`config.mk`:
```
export PLATFORM = sky130hd
export DESIGN_NAME = vga_timing_gen
export DESIGN_NICKNAME = d
export VERILOG_FILES = /design/src/rtl/vga_timing_gen.sv
export SDC_FILE = /design/constraint.sdc
export NUM_CORES = 1
export LEC_CHECK = 0
export CAP_MARGIN = 10
export CORE_MARGIN = 8
export CORE_UTILIZATION = 35
export CTS_CLUSTER_DIAMETER = 50
export CTS_CLUSTER_SIZE = 10
export DETAILED_ROUTE_END_ITERATION = 10
export GPL_TIMING_DRIVEN = 0
export HOLD_SLACK_MARGIN = 0.02
export MAX_ROUTING_LAYER = met4
export PLACE_DENSITY_LB_ADDON = 0.2
export SYNTH_ARGS = -nofsm -noshare
export SYNTH_HDL_FRONTEND = slang
export SYNTH_SLANG_ARGS = --single-unit
```
`constraint.sdc`:
```
create_clock -name clk -period 4.4 [get_ports clk]
set_clock_uncertainty 0.15 [all_clocks]
set_input_delay 0.66 -clock clk [delete_from_list [all_inputs] [get_ports clk]]
set_output_delay 0.66 -clock clk [all_outputs]
set_load 0.005 [all_outputs]
```
`src/rtl/vga_timing_gen.sv`:
```
`default_nettype none
// ============================================================================
// Module   : vga_timing_gen
// Purpose  : Parametrised VGA raster timing and registered RGB332 pixel output
// Revision : 1.0
// ============================================================================
module vga_timing_gen #(
  parameter int   CLK_DIV  = 2,
  parameter int   H_ACTIVE = 640,
  parameter int   H_FP     = 16,
  parameter int   H_SYNC   = 96,
  parameter int   H_BP     = 48,
  parameter int   V_ACTIVE = 480,
  parameter int   V_FP     = 10,
  parameter int   V_SYNC   = 2,
  parameter int   V_BP     = 33,
  parameter logic HS_POL   = 1'b0,
  parameter logic VS_POL   = 1'b0,
  parameter int   PREFETCH = 8,
  parameter int   CW       = 11
) (
  input  logic          clk,
  input  logic          resetn,
  input  logic          en,
  input  logic [7:0]    pix_in,
  output logic          pix_ce,
  output logic [CW-1:0] hcount,
  output logic [CW-1:0] vcount,
  output logic          active,
  output logic          line_req,
  output logic [CW-1:0] line_num,
  output logic          frame_start,
  output logic [2:0]    vgaRed,
  output logic [2:0]    vgaGreen,
  output logic [1:0]    vgaBlue,
  output logic          Hsync,
  output logic          Vsync
);

  localparam int c_H_TOTAL = H_ACTIVE + H_FP + H_SYNC + H_BP;
  localparam int c_V_TOTAL = V_ACTIVE + V_FP + V_SYNC + V_BP;
  localparam int c_DW      = (CLK_DIV > 1) ? $clog2(CLK_DIV) : 1;

  localparam logic [c_DW-1:0] c_DIV_LAST = c_DW'(CLK_DIV - 1);
  localparam logic [CW-1:0]   c_H_LAST   = CW'(c_H_TOTAL - 1);
  localparam logic [CW-1:0]   c_V_LAST   = CW'(c_V_TOTAL - 1);
  localparam logic [CW-1:0]   c_H_ACT    = CW'(H_ACTIVE);
  localparam logic [CW-1:0]   c_V_ACT    = CW'(V_ACTIVE);
  localparam logic [CW-1:0]   c_HS_BEG   = CW'(H_ACTIVE + H_FP);
  localparam logic [CW-1:0]   c_HS_END   = CW'(H_ACTIVE + H_FP + H_SYNC);
  localparam logic [CW-1:0]   c_VS_BEG   = CW'(V_ACTIVE + V_FP);
  localparam logic [CW-1:0]   c_VS_END   = CW'(V_ACTIVE + V_FP + V_SYNC);
  localparam logic [CW-1:0]   c_REQ_H    = CW'(c_H_TOTAL - PREFETCH);

  logic [c_DW-1:0] div_q, div_d;
  logic            pix_ce_q, pix_ce_d;
  logic [CW-1:0]   hcount_q, hcount_d;
  logic [CW-1:0]   vcount_q, vcount_d;
  logic            active_q, active_d;
  logic            hsync_q, hsync_d;
  logic            vsync_q, vsync_d;
  logic [7:0]      rgb_q, rgb_d;
  logic            frame_start_q, frame_start_d;
  logic            line_req_q, line_req_d;
  logic [CW-1:0]   line_num_q, line_num_d;

  logic            w_div_wrap, w_h_wrap, w_v_wrap, w_vis, w_hs_on, w_vs_on;
  logic [CW-1:0]   w_nl;

  assign w_div_wrap = (div_q == c_DIV_LAST);
  assign w_h_wrap   = (hcount_q == c_H_LAST);
  assign w_v_wrap   = (vcount_q == c_V_LAST);
  assign w_vis      = (hcount_q < c_H_ACT) && (vcount_q < c_V_ACT);
  assign w_hs_on    = (hcount_q >= c_HS_BEG) && (hcount_q < c_HS_END);
  assign w_vs_on    = (vcount_q >= c_VS_BEG) && (vcount_q < c_VS_END);

  always_comb begin
    div_d         = '0;
    pix_ce_d      = 1'b0;
    hcount_d      = '0;
    vcount_d      = '0;
    active_d      = 1'b0;
    hsync_d       = ~HS_POL;
    vsync_d       = ~VS_POL;
    rgb_d         = 8'h00;
    frame_start_d = 1'b0;
    line_req_d    = 1'b0;
    line_num_d    = line_num_q;
    w_nl          = '0;
    if (en) begin
      div_d    = w_div_wrap ? '0 : div_q + 1'b1;
      pix_ce_d = w_div_wrap;
      hcount_d = hcount_q;
      vcount_d = vcount_q;
      active_d = active_q;
      hsync_d  = hsync_q;
      vsync_d  = vsync_q;
      rgb_d    = rgb_q;
      // Pixel outputs are sampled from the pre-increment position, one pixel behind.
      if (pix_ce_q) begin
        hcount_d = w_h_wrap ? '0 : hcount_q + 1'b1;
        if (w_h_wrap) begin
          vcount_d = w_v_wrap ? '0 : vcount_q + 1'b1;
        end
        active_d = w_vis;
        hsync_d  = w_hs_on ? HS_POL : ~HS_POL;
        vsync_d  = w_vs_on ? VS_POL : ~VS_POL;
        rgb_d    = w_vis ? pix_in : 8'h00;
      end
      // Pulses are decided from next-state values so they line up with pix_ce.
      w_nl          = (vcount_d == c_V_LAST) ? '0 : vcount_d + 1'b1;
      frame_start_d = pix_ce_d && (hcount_d == '0) && (vcount_d == '0);
      line_req_d    = pix_ce_d && (hcount_d == c_REQ_H) && (w_nl < c_V_ACT);
      if (line_req_d) begin
        line_num_d = w_nl;
      end
    end
  end

  always_ff @(posedge clk or negedge resetn) begin
    if (!resetn) begin
      div_q         <= '0;
      pix_ce_q      <= 1'b0;
      hcount_q      <= '0;
      vcount_q      <= '0;
      active_q      <= 1'b0;
      hsync_q       <= ~HS_POL;
      vsync_q       <= ~VS_POL;
      rgb_q         <= 8'h00;
      frame_start_q <= 1'b0;
      line_req_q    <= 1'b0;
      line_num_q    <= '0;
    end else begin
      div_q         <= div_d;
      pix_ce_q      <= pix_ce_d;
      hcount_q      <= hcount_d;
      vcount_q      <= vcount_d;
      active_q      <= active_d;
      hsync_q       <= hsync_d;
      vsync_q       <= vsync_d;
      rgb_q         <= rgb_d;
      frame_start_q <= frame_start_d;
      line_req_q    <= line_req_d;
      line_num_q    <= line_num_d;
    end
  end

  assign pix_ce      = pix_ce_q;
  assign hcount      = hcount_q;
  assign vcount      = vcount_q;
  assign active      = active_q;
  assign line_req    = line_req_q;
  assign line_num    = line_num_q;
  assign frame_start = frame_start_q;
  assign vgaRed      = rgb_q[7:5];
  assign vgaGreen    = rgb_q[4:2];
  assign vgaBlue     = rgb_q[1:0];
  assign Hsync       = hsync_q;
  assign Vsync       = vsync_q;

endmodule
`default_nettype wire

```
==> results of run 1 <==
==> worst max-delay path by stage <==
stage                             end  cells past startpoint  slack, ns      start
after floorplan           line_num[7]                     16       0.41  hcount[0]
after global placement    line_num[7]                     16      -0.29  hcount[0]
after detailed placement  line_num[7]                     16      -0.29  hcount[0]
after CTS                 line_num[7]                     15       0.05  hcount[0]
after global routing      line_num[7]                     17      -0.04  hcount[5]
final                     line_num[7]                     15       0.23  hcount[5]
==> flip-flops by register name, indices dropped and copies added (netlist names) <==
signal       count
hcount          11
active           1
line_req         1
Hsync            1
vcount          11
frame_start      1
rgb_q            8
pix_ce           1
line_num        11
div_q            1
Vsync            1
==> routing by layer <==
metal	track usage	up-vias	wire (µm)
met3	0.0353	10	456
met1	0.172	1117	3430
met4	0.0476	0	121
li1	-	1130	-
met2	0.223	89	3510
met5	-	-	0
==> Yosys cell counts, types with 3 or more instances <==
cell | count | share of area
a21oi_1 | 5 | 0.0092
mux2_4 | 5 | 0.027
dfrtp_1 | 46 | 0.42
nand2_1 | 24 | 0.033
nor4_1 | 4 | 0.0092
nand3_1 | 8 | 0.015
mux2i_1 | 3 | 0.011
o21ai_0 | 4 | 0.0073
nor3_1 | 7 | 0.013
and2_1 | 7 | 0.016
a31oi_1 | 3 | 0.0069
ha_1 | 5 | 0.023
xnor2_1 | 13 | 0.042
nor2b_1 | 3 | 0.0069
clkbuf_1 | 10 | 0.014
a22o_1 | 8 | 0.026
nand4_1 | 6 | 0.014
and3_1 | 7 | 0.016
nor2_1 | 41 | 0.056
inv_1 | 9 | 0.012
xor2_1 | 14 | 0.045
==> logic make-up after synthesis <==
group	synth area share
flip-flops	0.441
multiplexers	0.0467
buffers and inverters	0.0371
XOR/XNOR	0.0866
AND/OR/NAND/NOR	0.241
AO/OA/AOI/OAI	0.125
adder cells (fa/ha/maj)	0.0229
==> worst max-delay path: stages, from the launching register on <==
cell       delay (ns)
dfrtp_1          0.40
clkbuf_1         0.20
nor2_1           0.38
nand4_4          0.24
buf_6            0.21
a22oi_2          0.27
ha_1             0.22
nand3_1          0.08
or3_1            0.33
a22oi_1          0.19
nand3_2          0.15
a2111oi_4        0.37
o211ai_2         0.19
a21oi_2          0.18
buf_6            0.18
mux2_1           0.33
==> area by class of cell <==
class | instances | share of cell area
clock inverters | 3 | 0.0189
plain buffers | 13 | 0.0206
flip-flops and latches | 48 | 0.331
multi-input cells | 209 | 0.401
clock buffers | 5 | 0.0189
inverters | 9 | 0.00929
repair buffers | 60 | 0.165
well taps | 102 | 0.0351
==> what timing repair did <==
action	4_1_cts	5_1_grt
pin swaps	1	1
endpoints found under the setup margin	10	10
setup buffers	1	1
resized for setup	1	10
==> stage by stage <==
| step | hold WS [ns] | instances | cell area [µm²] |
|---|---|---|---|
| final | 0.152 | 449 | 3640 |
| after global routing | 0.171 | 449 | 3640 |
| after CTS | 0.165 | 448 | 3600 |
| after detailed placement | 0.257 | 439 | 3450 |
| after global placement | 0.255 | 438 | 3430 |
| after floorplan | 0.214 | 279 | 2730 |
==> power groups by stage <==
stage / Combinational (W) / Sequential, W / Clock (W)
6_report: 0.0000511 / 0.000452 / 0.000396
5_1_grt: 0.0000568 / 0.000454 / 0.000422
4_1_cts: 0.0000529 / 0.000452 / 0.000402
3_5_place_dp: 0.0000527 / 0.000460 / 0
3_3_place_gp: 0.0000508 / 0.000461 / 0
2_1_floorplan: 0.0000146 / 0.000460 / 0
==> flow_summary.ini, run 1 <==
[layout]
area_delta_synth_final_pct = 33.2
diodes = 0
nets = 362
final_common_cell = clkdlybuf4s50_1
fillers = 730
multiInputGateArea_um2 = 1460
layout_common_cells = clkdlybuf4s50_1, dfrtp_1, nor2_1
seqCellArea_um2 = 1200
fin_util = 0.476
final_layout_size_suffix_gt1_frac = 0.107

[routing]
drc = 0
drt_iter0_drc = 108
first_pass_iters = 4
num_vias = 2346
finalWirelength_mm = 7.51
avgRoutedWirePerCell_um = 16.7
ant_nets = 0
routed_via_density = 5.22

[worst_setup_path]
crit_type = flip-flop to flip-flop
arrival_ns = 4.23
r2r_slack_ns = 0.23
rr_worst_depth = 15
end_kind = flip-flop
r2r-end = line_num[7]
crit_required_ns = 4.45
r2r-start = hcount[5]
critPathLaunchType = flip-flop
path_max_fanout = 10

[timing]
timing.final.max_slew_violations = 0
finalHoldViolCount = 0
finalSetupTns_ns = 0
post-route-period-util = 0.949
fmax_mhz = 240
worst_slack_ns = 0.226
fin_crit_ns = 4.17
slew-limit-headroom = 0.422
setup_viol = 0
tightest_slew_ns = 0.859

[die]
dieArea_um2 = 10900
ios = 58
initial_utilization = 0.357
rows = 32
die_x_um = 104
die_y_um = 104
coreArea_um2 = 7650

[synthesis]
syn_nets = 295
syn_avg_cell_area_um2 = 9.79
synth_warnings = 0
syn-cell-area_um2 = 2730
syn_inst = 279
ys_seq_area_frac = 0.441
synth-main-ff-cell = dfrtp_1
synth-edff-count = 0
yosys.cell_types.count = 58
ys_ff_latch = 48
synth_async_sr_flop_share = 1.00

[clocking]
cts_inserted_buffers = 5
clkSinkCount = 48
insertion_delay_ns = 0.31
hold_buffers = 0
cts-root-buf = clkbuf_8
clk_pin_slew_worst_paths_ns = 0.10
htree_levels = 2
clock_path_buffers = 2
cts_tree = yes

[global_routing]
grt_pass1_vias = 2470
globalRouteOverflowTotal = 0
grt_antenna_before_repair = 0
grt_use_total = 0.141
grt_max_degree = 29
grt_pass1_wl_mm = 12.5

[placed_design]
dp_slack_ns = -0.294
dp_hpwl_mm = 5.43
io_buffers = 57
place_congestion = 0.881

[job]
drv_cap = 0

[power_and_ir_drop]
power.total_w = 0.000899
p_sw_frac = 0.220
power_density_nw_per_um2 = 247
clkPwrFrac = 0.440
p_int_w = 0.000701
combPwrFrac = 0.057
leakage_nw = 1.55
switching_power_w = 0.000198
p_seq_frac = 0.503
ir_drop_v = 0.000132

[hold_path]
hold_class = input pin to async pin

[run_status]
status = complete, no violations
Note: power is estimated with default switching activity, not from simulation.
==> inputs of run 2 (changes only) <==
Settings changed: CORE_UTILIZATION 35 to 30.
==> run 2 against run 1 <==
Effect of this change:
- cell count increased by 1.8%
- power decreased by 12%
- count of clock-buffer cells in the layout increased by 2
- critical path depth unchanged
- wire length increased by 1.8%
- combinational power increased by 0.8%
- largest power group unchanged
- flip-flop and latch count unchanged
- die area increased by 14%
- via count decreased by 1.1%
- critical path type unchanged
- critical endpoint unchanged
- sequential share of layout area increased by 0.35 points
==> flow_summary.ini, run 2 (synthesis results as in run 1) <==
[clocking]
cts_inserted_buffers = 5
cts_tree = yes
clkSinkCount = 48
clock_path_buffers = 2
clk_pin_slew_worst_paths_ns = 0.09
cts-root-buf = clkbuf_8
hold_buffers = 0
insertion_delay_ns = 0.31
htree_levels = 2

[worst_setup_path]
crit_top_cell = ha_1
arrival_ns = 4.28
critPathTopFamily = compound AO/OA/AOI/OAI gates
end_kind = flip-flop
crit_required_ns = 4.45
critPathLaunchType = flip-flop
slowest_stage = dfrtp_1
r2r_slack_ns = 0.16
cp_slowest_stage_delay_ns = 0.45
path_max_fanout = 10
crit_type = flip-flop to flip-flop
cp_cell_sequence = ha_1 > and4b_2 > nand4_4 > buf_4 > a22oi_2 > ha_1 > nand3_1 > or3_1 > a22oi_1 > nand3_2 > a2111oi_4 > o211ai_2 > a21oi_2 > buf_6 > mux2_1
worst-path-buf-inv = 2

[layout]
diodes = 0
final_layout_size_suffix_gt1_frac = 0.104
fin_util = 0.399
area_delta_synth_final_pct = 31.7
final_common_cell = clkdlybuf4s50_1
seqCellArea_um2 = 1200
multiInputGateArea_um2 = 1460
final_cells = 457
nets = 361
fillers = 922
layout_common_cells = clkdlybuf4s50_1, dfrtp_1, nor2_1

[timing]
slew-limit-headroom = 0.378
finalHoldViolCount = 0
post-route-period-util = 0.963
tightest_slew_ns = 0.925
timing.hold.ws_ns = 0.179
fin_crit_ns = 4.24
timing.final.max_slew_violations = 0
fmax_mhz = 236
setup_viol = 0

[routing]
ant_nets = 0
num_vias = 2321
routed_via_density = 5.08
finalWirelength_mm = 7.65
first_pass_iters = 4
drt_iter0_drc = 71
drc = 0
avgRoutedWirePerCell_um = 16.7

[die]
die_x_um = 111
ios = 58
coreArea_um2 = 9020
dieArea_um2 = 12400
initial_utilization = 0.303
die_y_um = 111
rows = 35

[placed_design]
dp_hpwl_mm = 5.69
io_buffers = 57
place_inst = 448
place_congestion = 0.893

[global_routing]
grt_pass1_wl_mm = 12.8
grt_antenna_before_repair = 0
grt_use_met3 = 0.0301
grt_max_degree = 27
grt_use_total = 0.127
met1_usage = 0.163
use_met2 = 0.193
grt_pass1_vias = 2475
top_usage_layer = met2
globalRouteOverflowTotal = 0

[hold_path]
hold_class = input pin to async pin

[power_and_ir_drop]
ir_drop_v = 0.000104
power_density_nw_per_um2 = 219
leakage_nw = 1.52

[job]
drv_cap = 0

[run_status]
status = complete, no violations
==> run 2: final cells by class <==
cell class	count	area share
Multi-Input combinational cell	209	0.406
Sequential cell	48	0.335
Timing Repair Buffer	59	0.165
Tap cell	111	0.0386
Clock buffer	7	0.0240
Buffer	13	0.0198
Inverter	9	0.00939
Clock inverter	1	0.00209
==> run 2: power by group <==
part           internal, W  switching (W)
sequential        0.000447     0.00000517
clock             0.000128       0.000156
combinational    0.0000252      0.0000263
total             0.000600       0.000188
==> run 2: path summary, 6_finish.rpt <==
path                            from     endpoint  cells past startpoint
setup reg to reg           hcount[0]  line_num[7]                     15
setup / recovery           hcount[0]  line_num[7]                     15
hold reg to reg                div_q        div_q                      1
min in group clk               div_q        div_q                      1
max in group asynchronous     resetn        Hsync                      2
hold / removal                resetn     line_req                      1
==> run 2: metal layers <==
metal | up-vias | part of all wire | routed length (µm)
met5 | - | 0 | 0
li1 | 1121 | - | -
met2 | 69 | 0.44 | 3380
met3 | 13 | 0.056 | 432
met1 | 1118 | 0.48 | 3660
met4 | 0 | 0.024 | 180
==> run 2: repair_timing <==
action	4_1_cts	5_1_grt
pin swaps	1	1
endpoints found under the setup margin	10	7
buffers inserted	0	1
gates resized for setup	2	9
==> run 2: stage by stage <==
stage                     setup slack [ns]  area, µm²  power (W)  setup TNS [ns]
after floorplan                      0.414       2730   0.000475               0
after global placement              -0.265       3440   0.000512           -1.62
after detailed placement            -0.264       3460   0.000514           -1.58
after CTS                           0.0332       3560   0.000801               0
after global routing               -0.0190       3600   0.000828         -0.0190
final                                0.162       3600   0.000788               0
